File: config.mk
export PLATFORM = sky130hd
export DESIGN_NAME = bus_arbiter
export DESIGN_NICKNAME = d
export VERILOG_FILES = /design/src/rtl/bus_arbiter.sv
export SDC_FILE = /design/constraint.sdc
export NUM_CORES = 1
export LEC_CHECK = 0
export BUFFER_PORTS_ARGS = -buffer_cell sky130_fd_sc_hd__buf_4
export CORE_MARGIN = 2
export CORE_UTILIZATION = 50
export DETAILED_ROUTE_END_ITERATION = 6
export PLACE_DENSITY = 0.82
export SETUP_SLACK_MARGIN = 0.05
export SYNTH_ARGS = -nofsm -noshare
export SYNTH_HDL_FRONTEND = slang
export SYNTH_SLANG_ARGS = --single-unit
export TNS_END_PERCENT = 50
File: constraint.sdc
create_clock -name clock -period 2.95 [get_ports clock]
set_input_delay 0.4425 -clock clock [delete_from_list [all_inputs] [get_ports clock]]
set_output_delay 0.4425 -clock clock [all_outputs]
set_load 0.02 [all_outputs]
File: src/rtl/bus_arbiter.sv
// bus_arbiter: round-robin snooping-bus arbiter for three processors with writeback and memory sequencing.
module bus_arbiter (
  input  logic       clock,
  input  logic       reset_n,
  input  logic [2:0] req,
  input  logic [1:0] req_cmd0,
  input  logic [1:0] req_cmd1,
  input  logic [1:0] req_cmd2,
  input  logic [4:0] req_addr0,
  input  logic [4:0] req_addr1,
  input  logic [4:0] req_addr2,
  output logic [2:0] gnt,
  output logic       bus_valid,
  output logic [1:0] bus_cmd,
  output logic [4:0] bus_addr,
  output logic [1:0] bus_owner,
  input  logic [2:0] snoop_share,
  input  logic [2:0] snoop_wb,
  input  logic [7:0] wb_data,
  output logic       mem_rd,
  output logic       mem_wr,
  output logic [4:0] mem_addr,
  output logic [7:0] mem_wdata,
  input  logic       mem_ack,
  input  logic [7:0] mem_rdata,
  output logic [2:0] done,
  output logic [7:0] rdata,
  output logic       shared
);
  typedef enum logic [2:0] {IDLE, ADDR, SNOOP, WB, MEM, DONE} state_t;
  state_t state;
  logic [1:0] last_owner, nxt1, nxt2, win;
  logic [2:0][1:0] cmds;
  logic [2:0][4:0] addrs;
  logic [2:0] elig;
  logic shr, shr_now, wb_any;
  assign cmds = {req_cmd2, req_cmd1, req_cmd0};
  assign addrs = {req_addr2, req_addr1, req_addr0};
  assign elig = req & {|req_cmd2, |req_cmd1, |req_cmd0};
  assign nxt1 = (last_owner == 2'd2) ? 2'd0 : last_owner + 2'd1;
  assign nxt2 = (nxt1 == 2'd2) ? 2'd0 : nxt1 + 2'd1;
  // Search order is last+1, last+2, then last itself.
  assign win = elig[nxt1] ? nxt1 : elig[nxt2] ? nxt2 : last_owner;
  assign shr_now = |(snoop_share & ~gnt);
  assign wb_any = |(snoop_wb & ~gnt);
  always_ff @(posedge clock or negedge reset_n) begin
    if (!reset_n) begin
      state <= IDLE;
      last_owner <= 2'd2;
      gnt <= '0;
      bus_owner <= '0;
      bus_valid <= 1'b0;
      bus_cmd <= '0;
      bus_addr <= '0;
      mem_rd <= 1'b0;
      mem_wr <= 1'b0;
      mem_addr <= '0;
      mem_wdata <= '0;
      done <= '0;
      rdata <= '0;
      shared <= 1'b0;
      shr <= 1'b0;
    end else begin
      bus_valid <= 1'b0;
      mem_wr <= 1'b0;
      done <= '0;
      rdata <= '0;
      shared <= 1'b0;
      case (state)
        IDLE: if (|elig) begin
          state <= ADDR;
          gnt <= 3'b001 << win;
          bus_owner <= win;
          bus_cmd <= cmds[win];
          bus_addr <= addrs[win];
          bus_valid <= 1'b1;
        end
        ADDR: state <= SNOOP;
        SNOOP: begin
          shr <= shr_now;
          if (wb_any) begin
            state <= WB;
            mem_wr <= 1'b1;
            mem_addr <= bus_addr;
            mem_wdata <= wb_data;
          end else if (bus_cmd == 2'b11) begin
            state <= DONE;
            done <= gnt;
            shared <= shr_now;
          end else begin
            state <= MEM;
            mem_rd <= 1'b1;
            mem_addr <= bus_addr;
          end
        end
        WB: if (bus_cmd == 2'b11) begin
          state <= DONE;
          done <= gnt;
          shared <= shr;
        end else begin
          state <= MEM;
          mem_rd <= 1'b1;
        end
        MEM: if (mem_ack) begin
          state <= DONE;
          mem_rd <= 1'b0;
          done <= gnt;
          rdata <= mem_rdata;
          shared <= shr;
        end
        DONE: begin
          state <= IDLE;
          last_owner <= bus_owner;
          gnt <= '0;
          bus_owner <= '0;
          bus_cmd <= '0;
          bus_addr <= '0;
          mem_addr <= '0;
        end
        default: state <= IDLE;
      endcase
    end
  end
endmodule
# After elaboration in Yosys (flattened, before gate mapping)
# Cells that the tools add are included.
[op_classes]
shifts = 1
n_eq_ne = 12
bitwise = 4
n_addsub = 2
mux = 47
order_cmp = 3
n_reduce_logical = 15
[ops]
columns = ["op", "count"]
rows = [
  ["$mux 3", 7],
  ["$mux 5", 4],
  ["$pmux 5 s2", 2],
  ["$mux 8", 2],
  ["$pmux 3 s5", 1],
  ["$mux 1", 14],
  ["$mux 2", 7],
  ["$bmux 5 s2", 1],
  ["$and 3x3->3", 3],
  ["$lt 2x3->1 const B", 3],
  ["$pmux 3 s3", 1],
  ["$reduce_or 3->1", 3],
  ["$pmux 2 s2", 2],
  ["$reduce_and 2->1", 4],
  ["$eq 2x2->1 const B", 3],
  ["$eq 3x2->1 const B", 2],
  ["$eq 3x3->1 const B", 2],
  ["$ne 2x2->1 const B", 3],
  ["$pmux 1 s3", 2],
  ["$pmux 3 s2", 1],
  ["$reduce_or 2->1", 3],
  ["$add 2x1->2 const B", 2],
  ["$bmux 1 s2", 2],
  ["$bmux 2 s2", 1],
  ["other kinds (8)", 9],
]
[totals]
wordCells = 99
ff_bits = 46
out_inout_bits = 40

# Logic depth before layout (Yosys ltp)
# Gate-level depths: netlist (run 1).
[logic_depth]
ltp_word = 12
mapped_depth = 6
ltp_nobuf = 5

# Least setup slack after synthesis (run 1)
# No wires, ideal clock.
[synth_timing]
path_kind = "reg2reg"
start = "reg gnt[0]"
end = "reg mem_addr[4]"
synth_period_minus_slack_ns = 1.777
arrival_ns = 1.636
required_ns = 2.809
setup_slack_ns = 1.173
setup_ns = 0.141
stages_incl_launch_ff = 6
cell_sequence = "dfrtp_1 > inv_1 > a222oi_1 > a31oi_2 > mux2i_1 > nor2_1"
[synth_via]
elab_chain_len = 5
[synth_rtl]
columns = ["item", "line", "text"]
rows = [
  ["start: declaration", "12", "output logic [2:0] gnt,"],
  ["start signal: assignment", "72", "gnt <= 3'b001 << win;"],
  ["$not 3->3 *", "45", "assign wb_any = |(snoop_wb & ~gnt);"],
  ["$and 3x3->3 *", "45", ""],
  ["$reduce_or 3->1 *", "45", ""],
  ["$mux 5 or $ne 3x3->1 (tied branches)", "-", ""],
  ["$pmux 5 s2 or $reduce_and 2->1 (tied branches)", "-", ""],
  ["end signal: assignment", "84", "mem_addr <= bus_addr;"],
  ["end signal: assignment", "93", "mem_addr <= bus_addr;"],
  ["end: declaration", "22", "output logic [4:0] mem_addr,"],
]
# Mark *: on every way between the ends. The rest lies on a longest branch, timed or not.
# A chain may end at the register's enable or synchronous reset.

# Worst setup path after layout (run 1)
[layout_timing]
start = "reg gnt[0]"
end = "reg done[2]"
[layout_via]
elab_chain_len = 5
[layout_rtl]
columns = ["item", "line", "text"]
rows = [
  ["$not 3->3", "45", ""],
  ["$and 3x3->3", "45", ""],
  ["$reduce_or 3->1", "45", ""],
  ["$mux 3", "81", "if (wb_any) begin"],
  ["$pmux 3 s3", "69", "case (state)"],
  ["end signal: assignment", "88", "done <= gnt;"],
  ["end signal: assignment", "98", "done <= gnt;"],
  ["end signal: assignment", "107", "done <= gnt;"],
  ["end: declaration", "26", "output logic [2:0] done,"],
]
# No other way between the ends.

==> flow_metrics.env, run 1 <==
export IMPL_status="finished clean"
export IMPL_viasPerCell=5.38
export IMPL_rsz0062_at_grt="false"
export IMPL_cts_tree="built"
export IMPL_drt_iter0_drc=130
export IMPL_crit_family="compound AO/OA/AOI/OAI gates"
export IMPL_synth_cell_types=34
export IMPL_setup_viol=0
export IMPL_vias=1688
export IMPL_areaGrowthSynthToFinish_pct=40.6
export IMPL_path_max_fanout=5
export IMPL_worstReg2RegEnd="done[2]"
export IMPL_drive_gt1_share_pct=43.2
export IMPL_endpoint_kind="register"
export IMPL_synthCells=173
export IMPL_crit_reg2reg_launch="gnt[0]"
export IMPL_final_cell_mix="89 x buf_4, 45 x dfrtp_1, 21 x nand2_1"
export IMPL_die_area_um2=4430
export IMPL_multi_input_area_um2=769
export IMPL_core_area_um2=3720
export IMPL_die_w_um=66.6
export IMPL_top_layer="met4"
export IMPL_fin_setup_tns_ns=0
export IMPL_postCtsHoldBufs=0
export IMPL_synth_seq_cells=46
export IMPL_drv_slew=0
export IMPL_diodes=0
export IMPL_dr_wl_met3_um=387
export IMPL_antenna_found_initial=0
export IMPL_grt_max_degree=47
export IMPL_cts_buffer_depth=2
export IMPL_cp_slowest_stage_delay_ns=0.75
export IMPL_post_cts_buffers=0
export IMPL_cp_cell_sequence="inv_1, a222oi_1, nor2_1, o31ai_1, and2_2"
export IMPL_ys_warnings_count=0
export IMPL_syn_area_um2=1960
export IMPL_leakage_uw=0.00138
export IMPL_finalCoreUtilization_pct=74.0
export IMPL_place_gp_congestion=0.767
export IMPL_ys_seq_area_share_pct=58.9
export IMPL_drc=0
export IMPL_regArea_um2=1150
export IMPL_grt_pass1_vias=1645
export IMPL_finalCriticalPeriod_ns=1.98
export IMPL_numPortBuffers=88
export IMPL_crit_path_top_delay_cell="a222oi_1"
export IMPL_hp_class="in -> async"
export IMPL_start_kind="register"
export IMPL_dp_cells=307
export IMPL_clock_sinks=46
export IMPL_critPathRequiredTime_ns=3.18
export IMPL_r2r_slack_ns=0.97
export IMPL_first_pass_iters=4
export IMPL_ir_worst_vdd_uv=501
export IMPL_syn_avg_cell_area_um2=11.3
export IMPL_hold_viol=0
export IMPL_syn_num_nets=222
export IMPL_cts_htree_levels=2
export IMPL_die_h_um=66.6
export IMPL_row_count=22
export IMPL_nFillCells=291
export IMPL_fin_cells=314
export IMPL_drv_cap=0
export IMPL_hpwlAfterDp_um=3450
export IMPL_start_util_pct=52.7
export IMPL_clk_latency_ns=0.29
export IMPL_worst_ep_arrival_time_ns=2.21
export IMPL_max_freq_mhz=505
export IMPL_worst_path_buf_inv=1
export IMPL_antenna_left=0
export IMPL_grt_ovfl_total=0
export IMPL_ctsResizeCount=0
export IMPL_cts_buffers=5
export IMPL_ff2ff_path_depth=5
export IMPL_grt_pass1_wl_um=7200
export IMPL_critPathKind="reg -> reg"
export IMPL_relSlewSlack_pct=45.3
export IMPL_tightest_slew_ns=0.820
export IMPL_avgRoutedWirePerCell_um=14.2
export IMPL_met1_length_um=1910
export IMPL_nets=315
export IMPL_ctsRootBufferMaster="clkbuf_8"
export IMPL_track_usage_pct=21.7
export IMPL_powerDensity_nw_per_um2=937
export IMPL_drt_total_wl_um=4460
export IMPL_finalCritPeriodShare_pct=67.2
export IMPL_clock_skew_ns=0.00673
export IMPL_clkTransAtPathRegs_ns=0.08
export IMPL_routed_wl_met2_um=2120
export IMPL_layout_commonest_cell="buf_4"
export IMPL_pin_count=89
kinds of logic (layout without fill, tap and decap cells):
family,Yosys count,after routing,synth area share [%]
AO/OA/AOI/OAI,46,46,16.0
buffers and inverters,9,102,1.79
flip-flops,46,46,58.9
multiplexers,18,18,9.72
AND/OR/NAND/NOR,54,54,13.6
sequential cells by signal, indices dropped and copies added (netlist names), 2 cells and up:
| signal | flops |
|---|---|
| mem_wdata | 8 |
| rdata | 8 |
| bus_addr | 5 |
| mem_addr | 5 |
| done | 3 |
| gnt | 3 |
| state | 3 |
| bus_cmd | 2 |
| bus_owner | 2 |
| last_owner | 2 |
metal layers:
metal / vias up / global-route usage (%)
met5: - / 0
met4: 0 / 6.12
met3: 5 / 4.22
met2: 93 / 37.6
met1: 792 / 27.6
li1: 798 / -
per-stage QoR:
stage	setup WS, ns	hold slack (ns)	total power [µW]	cell area, µm²
after detailed placement	0.803	0.468	2250	2670
after global placement	0.871	0.461	2220	2670
after floorplan	1.17	0.147	1750	1960
final	0.969	0.140	2580	2750
after CTS	0.942	0.158	2600	2750
after global routing	0.798	0.189	2750	2750
layout make-up:
class | instances | share of cell area [%]
flip-flops and latches | 46 | 41.9
multi-input cells | 118 | 28.0
repair buffers | 89 | 24.3
clock buffers | 5 | 2.50
well taps | 48 | 2.18
inverters | 6 | 0.819
clock inverters | 2 | 0.364
report_power, final:
group / switching, µW / internal (µW) / total, µW
sequential: 189 / 859 / 1050
clock: 189 / 159 / 348
combinational: 647 / 536 / 1180
total: 1020 / 1550 / 2580
cell usage after synthesis:
master / instances / area, µm²
nor2_1: 9 / 33.8
nand2b_1: 2 / 12.5
and3_1: 1 / 6.26
o21a_1: 2 / 15.0
or2_2: 2 / 12.5
o22ai_1: 1 / 6.26
nor3b_1: 1 / 7.51
o21ai_0: 15 / 75.1
a32o_1: 1 / 10.0
nand3_1: 3 / 15.0
a31oi_2: 2 / 25.0
nand2_1: 21 / 78.8
mux2i_1: 10 / 100
mux2_2: 8 / 90.1
a21o_1: 2 / 15.0
inv_1: 6 / 22.5
a22oi_1: 7 / 52.6
a21oi_1: 3 / 15.0
and2_2: 3 / 22.5
a22o_1: 1 / 8.76
nand3b_1: 1 / 7.51
nor2_2: 2 / 12.5
a211oi_2: 1 / 12.5
a222oi_1: 2 / 20.0
and2_1: 8 / 50.1
buf_2: 1 / 5.00
o221ai_1: 1 / 8.76
dfrtp_1: 45 / 1130
dfstp_2: 1 / 26.3
or3_1: 1 / 6.26
a41o_1: 1 / 10.0
o31ai_1: 2 / 15.0
clkbuf_1: 2 / 7.51
o21ai_1: 5 / 25.0
worst max path at each step:
stage | start | end | cells after the start
CTS | gnt[0] | done[2] | 5
floorplan | gnt[0] | mem_addr[4] | 5
global route | gnt[0] | done[0] | 5
detailed placement | req_cmd2[0] | bus_addr[0] | 6
global placement | snoop_wb[0] | done[2] | 5
finish | gnt[0] | done[2] | 5
(Power assumes the default switching activity.)
==> run 2: changes to the inputs <==
- CORE_UTILIZATION: 50 -> 46
- PLACE_DENSITY: 0.82 -> 0.77
- clock period: 2.95 -> 2.05 ns (I/O delays scaled with it)
==> flow_metrics.env, run 2 (synthesis gave the netlist of run 1 again) <==
export IMPL_core_area_um2=4060
export IMPL_start_util_pct=48.2
export IMPL_regArea_um2=1150
export IMPL_endpoint_kind="register"
export IMPL_clock_skew_ns=0.00729
export IMPL_layout_commonest_cell="buf_4"
export IMPL_crit_path_top_delay_cell="dfrtp_1"
export IMPL_drive_gt1_share_pct=43.5
export IMPL_path_max_fanout=10
export IMPL_status="finished clean"
export IMPL_place_gp_congestion=0.795
export IMPL_nFillCells=335
export IMPL_dp_cells=314
export IMPL_worst_ep_arrival_time_ns=1.96
export IMPL_drc=0
export IMPL_finalCritPeriodShare_pct=87.0
export IMPL_fin_setup_tns_ns=0
export IMPL_diodes=0
export IMPL_die_w_um=69.2
export IMPL_finalCoreUtilization_pct=68.7
export IMPL_hpwlAfterDp_um=3440
export IMPL_fin_cells=321
export IMPL_drt_total_wl_um=4480
export IMPL_hp_class="in -> async"
export IMPL_leakage_uw=0.00140
export IMPL_die_h_um=69.2
export IMPL_ctsRootBufferMaster="clkbuf_8"
export IMPL_max_freq_mhz=561
export IMPL_crit_path_frequent_cell="nand2b_1"
export IMPL_nets=320
export IMPL_start_kind="register"
export IMPL_rsz0062_at_grt="false"
export IMPL_clock_sinks=46
export IMPL_ir_worst_vdd_uv=677
export IMPL_powerDensity_nw_per_um2=1330
export IMPL_critPathKind="reg -> reg"
export IMPL_row_count=23
export IMPL_multi_input_area_um2=769
export IMPL_hold_viol=0
export IMPL_pin_count=89
export IMPL_reg_largest_list="mem_wdata x8, rdata x8"
export IMPL_placed_cell_area_um2=2710
export IMPL_cts_htree_levels=2
export IMPL_areaGrowthSynthToFinish_pct=42.5
export IMPL_avgRoutedWirePerCell_um=13.9
export IMPL_drt_iter0_drc=62
export IMPL_postCtsHoldBufs=0
export IMPL_antenna_found_initial=0
export IMPL_drv_slew=0
export IMPL_die_area_um2=4790
export IMPL_post_cts_buffers=0
export IMPL_track_usage_pct=19.6
export IMPL_cts_buffer_depth=2
export IMPL_final_area_um2=2790
export IMPL_tightest_slew_ns=0.565
export IMPL_setup_viol=0
export IMPL_grt_pass1_vias=1597
export IMPL_final_cell_mix="94 x buf_4, 45 x dfrtp_1, 21 x nand2_1"
export IMPL_ctsResizeCount=0
export IMPL_clkTransAtPathRegs_ns=0.08
export IMPL_antenna_left=0
export IMPL_total_power_uw=3720
export IMPL_first_pass_iters=5
export IMPL_critPathRequiredTime_ns=2.23
export IMPL_finalCriticalPeriod_ns=1.78
export IMPL_numPortBuffers=88
export IMPL_grt_pass1_wl_um=7490
export IMPL_cts_buffers=5
export IMPL_grt_ovfl_total=0
export IMPL_cts_tree="built"
export IMPL_grt_max_degree=47
export IMPL_viasPerCell=5.25
export IMPL_cp_slowest_stage_delay_ns=0.46
export IMPL_vias=1684
export IMPL_cp_cell_sequence="nand2b_1, nand2b_1, nor2_2, mux2_2"
export IMPL_drv_cap=0
export IMPL_clk_latency_ns=0.29
export IMPL_relSlewSlack_pct=62.3
## run 2: final cells by class
type / instances / share of cell area, %
timing repair buffer: 94 / 25.3
sequential: 46 / 41.3
inverter: 6 / 0.808
tap: 50 / 2.24
clock buffer: 7 / 2.74
multi-input combinational: 118 / 27.6
## run 2: power breakdown
group          total, µW  switching (µW)  internal [µW]
registers           1500             263           1240
logic               1720             925            792
clock network        506             271            235
## run 2: through the flow
| stage | setup WS, ns | hold WS [ns] |
|---|---|---|
| 2_1_floorplan | 0.273 | 0.0119 |
| 3_3_place_gp | 0.311 | 0.338 |
| 3_5_place_dp | 0.285 | 0.343 |
| 4_1_cts | 0.262 | 0.0216 |
| 5_1_grt | 0.0987 | 0.0430 |
| 6_report | 0.266 | 0.00617 |
## run 2: worst paths after layout
kind,from,end,slack (ns),cells past startpoint
min,reset_n,rdata[7],0.006,1
min reg2reg,shr,shr,0.48,2
min in group clock,mem_rdata[5],rdata[5],0.22,2
max,state[2],mem_wdata[7],0.27,4
max in group asynchronous,reset_n,last_owner[1],1.66,1
max reg2reg,state[2],mem_wdata[7],0.27,4
## run 2: routing by layer
metal | wire length (µm) | GRT usage, % | part of all wire (%)
met5 | 0 | 0 | 0
met3 | 385 | 5.23 | 8.6
met2 | 2050 | 29.3 | 46
met1 | 2000 | 27.9 | 45
met4 | 42 | 6.54 | 0.94
## run 2: worst max-delay path: cells and delay by family, from the launching register on
| family | cells | cell delay, ns |
|---|---|---|
| DFF | 1 | 0.46 |
| muxes | 1 | 0.39 |
| and+or+nand+nor | 3 | 0.81 |
